## config.mk

```make
export PLATFORM = sky130hd
export DESIGN_NAME = enc_sample_sched
export DESIGN_NICKNAME = d
export VERILOG_FILES = /design/src/rtl/enc_sched_pkg.sv /design/src/rtl/period_tick_gen.sv /design/src/rtl/enc_sample_sched.sv
export SDC_FILE = /design/constraint.sdc
export NUM_CORES = 1
export LEC_CHECK = 0
export CAP_MARGIN = 20
export CORE_ASPECT_RATIO = 2
export CORE_UTILIZATION = 55
export CTS_CLUSTER_DIAMETER = 30
export DETAILED_ROUTE_END_ITERATION = 10
export HOLD_SLACK_MARGIN = 0.03
export PLACE_DENSITY = 0.78
export SETUP_SLACK_MARGIN = 0.02
export SYNTH_ARGS = -nofsm -noshare
export SYNTH_HDL_FRONTEND = slang
export SYNTH_SLANG_ARGS = --single-unit
```

## constraint.sdc

```tcl
create_clock -name clk -period 3.2 [get_ports clk]
set_input_delay 0.48 -clock clk [delete_from_list [all_inputs] [get_ports clk]]
set_output_delay 0.48 -clock clk [all_outputs]
set_load 0.02 [all_outputs]
```

## src/rtl/enc_sched_pkg.sv

```systemverilog
`default_nettype none
// ------------------------------------------------------------------
// enc_sched_pkg : shared encodings for the encoder sample scheduler
// rev 1.0
// ------------------------------------------------------------------
package enc_sched_pkg;

  typedef enum logic [1:0] {
    ST_IDLE  = 2'd0,
    ST_WAIT  = 2'd1,
    ST_REQ   = 2'd2,
    ST_LATCH = 2'd3
  } sched_state_e;

  localparam logic [1:0] RD_SNAP_LO = 2'd0;
  localparam logic [1:0] RD_SNAP_HI = 2'd1;
  localparam logic [1:0] RD_STATUS  = 2'd2;
  localparam logic [1:0] RD_CNT     = 2'd3;

  localparam int STAT_TERR_BIT = 0;
  localparam int STAT_OVR_BIT  = 1;
  localparam int STAT_LOCK_BIT = 2;
  localparam int STAT_BUSY_BIT = 3;

  localparam int TIMEOUT_CYC_DEFAULT = 1000;
  localparam int LOCK_CYC_DEFAULT    = 256;

  // Periods below 2 cannot produce a distinct reload/tick cycle.
  function automatic logic [15:0] clamp_period(input logic [15:0] cfg);
    return (cfg < 16'd2) ? 16'd2 : cfg;
  endfunction

endpackage
`default_nettype wire

```

## src/rtl/period_tick_gen.sv

```systemverilog
`default_nettype none
// ------------------------------------------------------------------
// period_tick_gen : clamped down-counter emitting a one-cycle tick
// rev 1.0
// ------------------------------------------------------------------
module period_tick_gen
  import enc_sched_pkg::*;
(
  input  logic        clk,
  input  logic        rst_n,
  input  logic        en_i,
  input  logic        load_i,
  input  logic [15:0] period_cfg_i,
  output logic        tick_o
);

  logic [15:0] cnt_q, cnt_d;
  logic [15:0] reload;

  assign reload = clamp_period(period_cfg_i) - 16'd1;

  always_comb begin
    cnt_d  = cnt_q;
    tick_o = 1'b0;
    if (!en_i) begin
      cnt_d = '0;
    end else if (load_i) begin
      cnt_d = reload;
    end else if (cnt_q == '0) begin
      tick_o = 1'b1;
      cnt_d  = reload;
    end else begin
      cnt_d = cnt_q - 16'd1;
    end
  end

  always_ff @(posedge clk or negedge rst_n) begin
    if (!rst_n) cnt_q <= '0;
    else        cnt_q <= cnt_d;
  end

endmodule
`default_nettype wire

```

## src/rtl/enc_sample_sched.sv

```systemverilog
`default_nettype none
// ------------------------------------------------------------------
// enc_sample_sched : periodic encoder sampling with tear-free readout
// rev 1.0
// ------------------------------------------------------------------
module enc_sample_sched
  import enc_sched_pkg::*;
#(
  parameter int TIMEOUT_CYC = TIMEOUT_CYC_DEFAULT,
  parameter int LOCK_CYC    = LOCK_CYC_DEFAULT
) (
  input  logic        clk,
  input  logic        rst_n,
  input  logic        enable,
  input  logic [15:0] period_cfg,
  output logic        enc_req,
  input  logic        enc_ack,
  input  logic [31:0] enc_data,
  input  logic        rd_en,
  input  logic [1:0]  rd_addr,
  output logic [15:0] rd_data,
  output logic        sample_valid,
  input  logic        clr_err,
  output logic        timeout_err
);

  localparam int TO_W = $clog2(TIMEOUT_CYC + 1);
  localparam int LK_W = $clog2(LOCK_CYC + 1);
  localparam logic [TO_W-1:0] TO_LAST = TO_W'(TIMEOUT_CYC - 1);
  localparam logic [LK_W-1:0] LK_LAST = LK_W'(LOCK_CYC - 1);

  sched_state_e    state_q, state_d;
  logic [TO_W-1:0] to_q, to_d;
  logic [31:0]     shadow_q, shadow_d;
  logic [31:0]     snap_q, snap_d;
  logic [15:0]     cnt_q, cnt_d;
  logic [15:0]     hold_q, hold_d;
  logic            lock_q, lock_d;
  logic [LK_W-1:0] ltmr_q, ltmr_d;
  logic [15:0]     rd_data_q, rd_data_d;
  logic            sv_q, sv_d;
  logic            ovr_q, ovr_d;
  logic            terr_q, terr_d;
  logic            tick, load, busy, ovr_set, terr_set;
  logic [15:0]     status;

  period_tick_gen u_tick (
    .clk          (clk),
    .rst_n        (rst_n),
    .en_i         (enable),
    .load_i       (load),
    .period_cfg_i (period_cfg),
    .tick_o       (tick)
  );

  assign busy = (state_q == ST_REQ) || (state_q == ST_LATCH);

  always_comb begin
    state_d  = state_q;
    to_d     = to_q;
    shadow_d = shadow_q;
    snap_d   = snap_q;
    cnt_d    = cnt_q;
    sv_d     = 1'b0;
    load     = 1'b0;
    ovr_set  = 1'b0;
    terr_set = 1'b0;
    if (!enable) begin
      state_d  = ST_IDLE;
      to_d     = '0;
      shadow_d = '0;
    end else begin
      case (state_q)
        ST_IDLE: begin
          state_d = ST_WAIT;
          load    = 1'b1;
        end
        ST_WAIT: begin
          if (tick) begin
            state_d = ST_REQ;
            to_d    = '0;
          end
        end
        ST_REQ: begin
          ovr_set = tick;
          // An ack landing on the last allowed cycle still counts.
          if (enc_ack) begin
            shadow_d = enc_data;
            state_d  = ST_LATCH;
          end else if (to_q == TO_LAST) begin
            terr_set = 1'b1;
            state_d  = ST_WAIT;
          end else begin
            to_d = to_q + TO_W'(1);
          end
        end
        ST_LATCH: begin
          ovr_set = tick;
          if (!lock_q) begin
            snap_d  = shadow_q;
            cnt_d   = cnt_q + 16'd1;
            sv_d    = 1'b1;
            state_d = ST_WAIT;
          end
        end
        default: state_d = ST_IDLE;
      endcase
    end
    terr_d = terr_set | (terr_q & ~clr_err);
    ovr_d  = ovr_set  | (ovr_q  & ~clr_err);
  end

  always_comb begin
    status                = '0;
    status[STAT_TERR_BIT] = terr_q;
    status[STAT_OVR_BIT]  = ovr_q;
    status[STAT_LOCK_BIT] = lock_q;
    status[STAT_BUSY_BIT] = busy;
  end

  always_comb begin
    rd_data_d = rd_data_q;
    hold_d    = hold_q;
    lock_d    = lock_q;
    ltmr_d    = ltmr_q;
    if (lock_q) begin
      if (ltmr_q == '0) lock_d = 1'b0;
      else              ltmr_d = ltmr_q - LK_W'(1);
    end
    if (rd_en) begin
      case (rd_addr)
        RD_SNAP_LO: begin
          rd_data_d = snap_q[15:0];
          hold_d    = snap_q[31:16];
          lock_d    = 1'b1;
          ltmr_d    = LK_LAST;
        end
        RD_SNAP_HI: begin
          rd_data_d = lock_q ? hold_q : snap_q[31:16];
          lock_d    = 1'b0;
        end
        RD_STATUS: rd_data_d = status;
        default:   rd_data_d = cnt_q;
      endcase
    end
  end

  always_ff @(posedge clk or negedge rst_n) begin
    if (!rst_n) begin
      state_q   <= ST_IDLE;
      to_q      <= '0;
      shadow_q  <= '0;
      snap_q    <= '0;
      cnt_q     <= '0;
      hold_q    <= '0;
      lock_q    <= 1'b0;
      ltmr_q    <= '0;
      rd_data_q <= '0;
      sv_q      <= 1'b0;
      ovr_q     <= 1'b0;
      terr_q    <= 1'b0;
    end else begin
      state_q   <= state_d;
      to_q      <= to_d;
      shadow_q  <= shadow_d;
      snap_q    <= snap_d;
      cnt_q     <= cnt_d;
      hold_q    <= hold_d;
      lock_q    <= lock_d;
      ltmr_q    <= ltmr_d;
      rd_data_q <= rd_data_d;
      sv_q      <= sv_d;
      ovr_q     <= ovr_d;
      terr_q    <= terr_d;
    end
  end

  assign enc_req      = (state_q == ST_REQ);
  assign rd_data      = rd_data_q;
  assign sample_valid = sv_q;
  assign timeout_err  = terr_q;

endmodule
`default_nettype wire

```

==> results of run 1 <==
timing repair:
action	in CTS	in global routing
setup buffers	0	0
gates resized for setup	0	1
endpoints found under the setup margin	0	2
power by group through the flow:
stage / combinational [uW] / clock (uW) / sequential [uW]
after global routing: 1250 / 2310 / 2300
after global placement: 1070 / 0 / 2300
after detailed placement: 1110 / 0 / 2310
after CTS: 1120 / 2230 / 2280
after floorplan: 729 / 0 / 2290
final: 1130 / 2220 / 2290
per-layer routing:
layer,track usage,up-vias,wire length (um)
met5,0,-,0
met4,0.1434,0,772
met3,0.05547,42,634
met2,0.5186,155,9901
met1,0.2949,2867,6553
li1,-,2791,-
stage by stage:
stage / total power, uW / utilization / area (um^2) / TNS [ps]
after floorplan: 3020 / - / 7277 / 0
after global placement: 3365 / 0.6427 / 8303 / 0
after detailed placement: 3420 / 0.6427 / 8303 / -414.3
after CTS: 5634 / 0.6930 / 8952 / 0
after global routing: 5869 / 0.6935 / 8959 / 0
final: 5628 / 0.6935 / 8959 / 0
cell usage after synthesis (3+ instances only):
library cell and n:
and2_1 4, a31oi_1 9, buf_2 4, mux2_2 6
clkbuf_1 33, nor2b_1 4, a21oi_1 36, a211oi_1 22
nand2_1 181, nand3b_1 3, xnor2_1 31, mux2i_1 15
nor2_1 52, or3_1 9, nor4_1 10, or4_1 6
nand3_1 15, a22o_1 32, o22ai_1 3, nand4_1 10
nand2b_1 3, o41ai_1 3, o21ai_0 16, buf_1 3
dfrtp_1 153, o31ai_1 6, inv_1 17, nor3_1 14
o211ai_1 3, ha_1 11, xor2_1 12
sequential cells by signal, summed over array words and instances (netlist names):
signal        cells
u_tick.cnt_q     16
state_q           2
ovr_q             1
to_q             10
cnt_q            16
rd_data          16
hold_q           16
ltmr_q            9
timeout_err       1
lock_q            1
snap_q           32
sample_valid      1
shadow_q         32
worst max-delay path by stage:
stage | cells past startpoint | startpoint | to
after global placement | 10 | period_cfg[9] | u_tick.cnt_q[12]$_DFF_PN0_
after CTS | 10 | period_cfg[8] | u_tick.cnt_q[12]$_DFF_PN0_
after floorplan | 9 | period_cfg[9] | u_tick.cnt_q[12]$_DFF_PN0_
after global routing | 10 | period_cfg[12] | u_tick.cnt_q[12]$_DFF_PN0_
final | 10 | period_cfg[12] | u_tick.cnt_q[12]$_DFF_PN0_
after detailed placement | 10 | period_cfg[8] | u_tick.cnt_q[12]$_DFF_PN0_
placed cells by master (no fill, tap or decap), types with 3 or more instances in the layout:
master             n
nor4_1             9
inv_1             17
o41ai_1            3
nand3_1           15
and2_1             4
mux2i_1           15
or4_1              6
nor3_1            14
nor4_2             3
nand2b_1           3
nor2_1            52
a22o_1            32
xnor2_1           31
clkbuf_16         17
nand4_1           10
o31ai_1            6
ha_1              11
bufinv_16          5
clkdlybuf4s50_1   73
mux2_2             6
a31oi_1            9
nand2_1          181
inv_6              3
a21oi_1           35
dfrtp_1          153
o21ai_0           16
nor2b_1            4
xor2_1            12
a211oi_1          22
buf_4             30
clkinvlp_4         4
o211ai_1           3
o22ai_1            3
or3_1              9
nand3b_1           3
area by class of cell:
| type | instances | area share |
|---|---|---|
| Clock buffer | 18 | 0.04791 |
| Clock inverter | 14 | 0.02458 |
| Inverter | 18 | 0.007542 |
| Multi-Input combinational cell | 539 | 0.3612 |
| Sequential cell | 153 | 0.4274 |
| Tap cell | 152 | 0.02123 |
| Timing Repair Buffer | 105 | 0.1102 |
critical path, delay by kind of cell:
| family | cells | cell delay, ps |
|---|---|---|
| AO/OA/AOI/OAI | 2 | 600 |
| XOR/XNOR | 1 | 150 |
| adder cells (fa/ha/maj) | 1 | 240 |
| buffers and inverters | 1 | 450 |
| AND/OR/NAND/NOR | 5 | 1290 |
logic make-up after synthesis:
family	Yosys count	share of synthesized area
compound gates	138	0.1334
xor+xnor	43	0.05175
simple gates	324	0.2031
fa+ha+maj	11	0.01891
mux	23	0.03611
buf+inv	58	0.03060
flops	153	0.5261
==> out/metrics.yaml, run 1 <==
timing:
  slew_headroom: 0.5422
  hold_viol: 0
  fin_ws_ps: 301.2
  hold-worst-slack_ps: 45.04
  slew_violations: 0
  period_needed_ps: 2899
  tightest_slew_ps: 681.5
  finalCritPeriodShare: 0.9059
  skew_ps: 8.850
  rsz0062_at_grt: "no"
  setup_viol: 0
  fmax_ghz: 0.3450
worst_setup_path:
  cp.required_ps: 3520
  startpoint_type: "primary input"
  arrival_ps: 3220
  r2r_end: "to_q[8]$_DFFE_PN0P_"
  crit_chain: "clkdlybuf4s50_1 > nor3_1 > nand4_1 > o31ai_1 > ha_1 > nor2b_1 > nand3_1 > or3_1 > xor2_1 > a211oi_1"
  path_class: "in -> reg"
  r2r_setup_slack_ps: 520
  slowest_stage: "clkdlybuf4s50_1"
  end_kind: "register"
  reg2regPathDepth: 7
  path_max_fanout: 3
  r2r_start: "state_q[0]$_DFFE_PN0P_"
  slowest_delay_ps: 450
yosys:
  ys_seq_area_frac: 0.5261
  syn_inst: 750
  ys_ff_latch: 153
  synth_edf_count: 0
  yosysWarnings: 0
  synth_nets: 817
  ys_types: 48
  synth-async-reset-ratio: 1.000
  synth.largest_area_cell: "dfrtp_1"
  synthesis.area_um2: 7277
  synthTopCellsByArea: "dfrtp_1, nand2_1, a22o_1, xnor2_1, nor2_1"
  synth_ff_type: "dfrtp_1"
  synth_top_area_frac: 0.5261
  avgSynthCellArea_um2: 9.703
outcome:
  outcome: "finished clean"
floorplanning:
  core.rowCount: 59
  die_w_um: 83.34
  die-area_um2: 13720
  start_util: 0.5633
  core_area_um2: 12920
  num_io_pins: 75
  die_h_um: 164.7
clock_tree:
  cts-root-buf: "clkbuf_16"
  h-tree-depth: 4
  cts_tree: "done"
  holdBufCountCts: 0
  clock_latency_ps: 420
  cts_made_buffers: 17
  cts_num_sinks: 153
  cts.path.max_buffers: 2
  clk_pin_slew_ps: 70
power:
  p_leak_uw: 0.004099
  powerDensity_nw_per_um2: 628.2
  p_int_uw: 3988
  p_comb_frac: 0.200
  swShare: 0.2915
  switchingPower_uw: 1641
  clock_power_share: 0.394
  seqPwrFrac: 0.406
  ir_worst_vdd_mv: 0.4670
final_layout:
  syn_to_final_growth_pct: 23.11
  seq_area_um2: 3829
  multiInputGateArea_um2: 3236
  finalNonFillerCells: 999
  fillers: 945
  drive_gt1_frac: 0.09445
  n_antenna_cell: 0
  fin_nets: 901
worst_hold_path:
  hp-class: "in -> async"
detailed_routing:
  drc_errors: 0
  routed_via_density: 5.861
  routed_wirelength_um: 17860
  vias: 5855
  antenna_left: 0
  drt_iter0_markers: 354
  wl_per_cell_um: 17.88
  first_pass_iters: 5
place:
  place.gp.congestion: 0.8794
  port_buffers: 74
  dp.cells: 967
  dpl_worst_slack_ps: -212.8
  hpwlAfterDp_um: 12530
global_routing:
  grt_max_degree: 69
  overflow: 0
  antenna_found_initial: 0
  grt_pass1_wl_um: 29970
  track_usage: 0.2786
  first_global_vias: 6255
flow_run:
  cap_violations: 0
No activity file was read; power rests on OpenSTA's default activity.
==> inputs of run 2 (changes only) <==
- CTS_CLUSTER_SIZE: unset -> 20
==> results of run 2 <==
The final DEF is identical to that of run 1; final timing and power are the same.
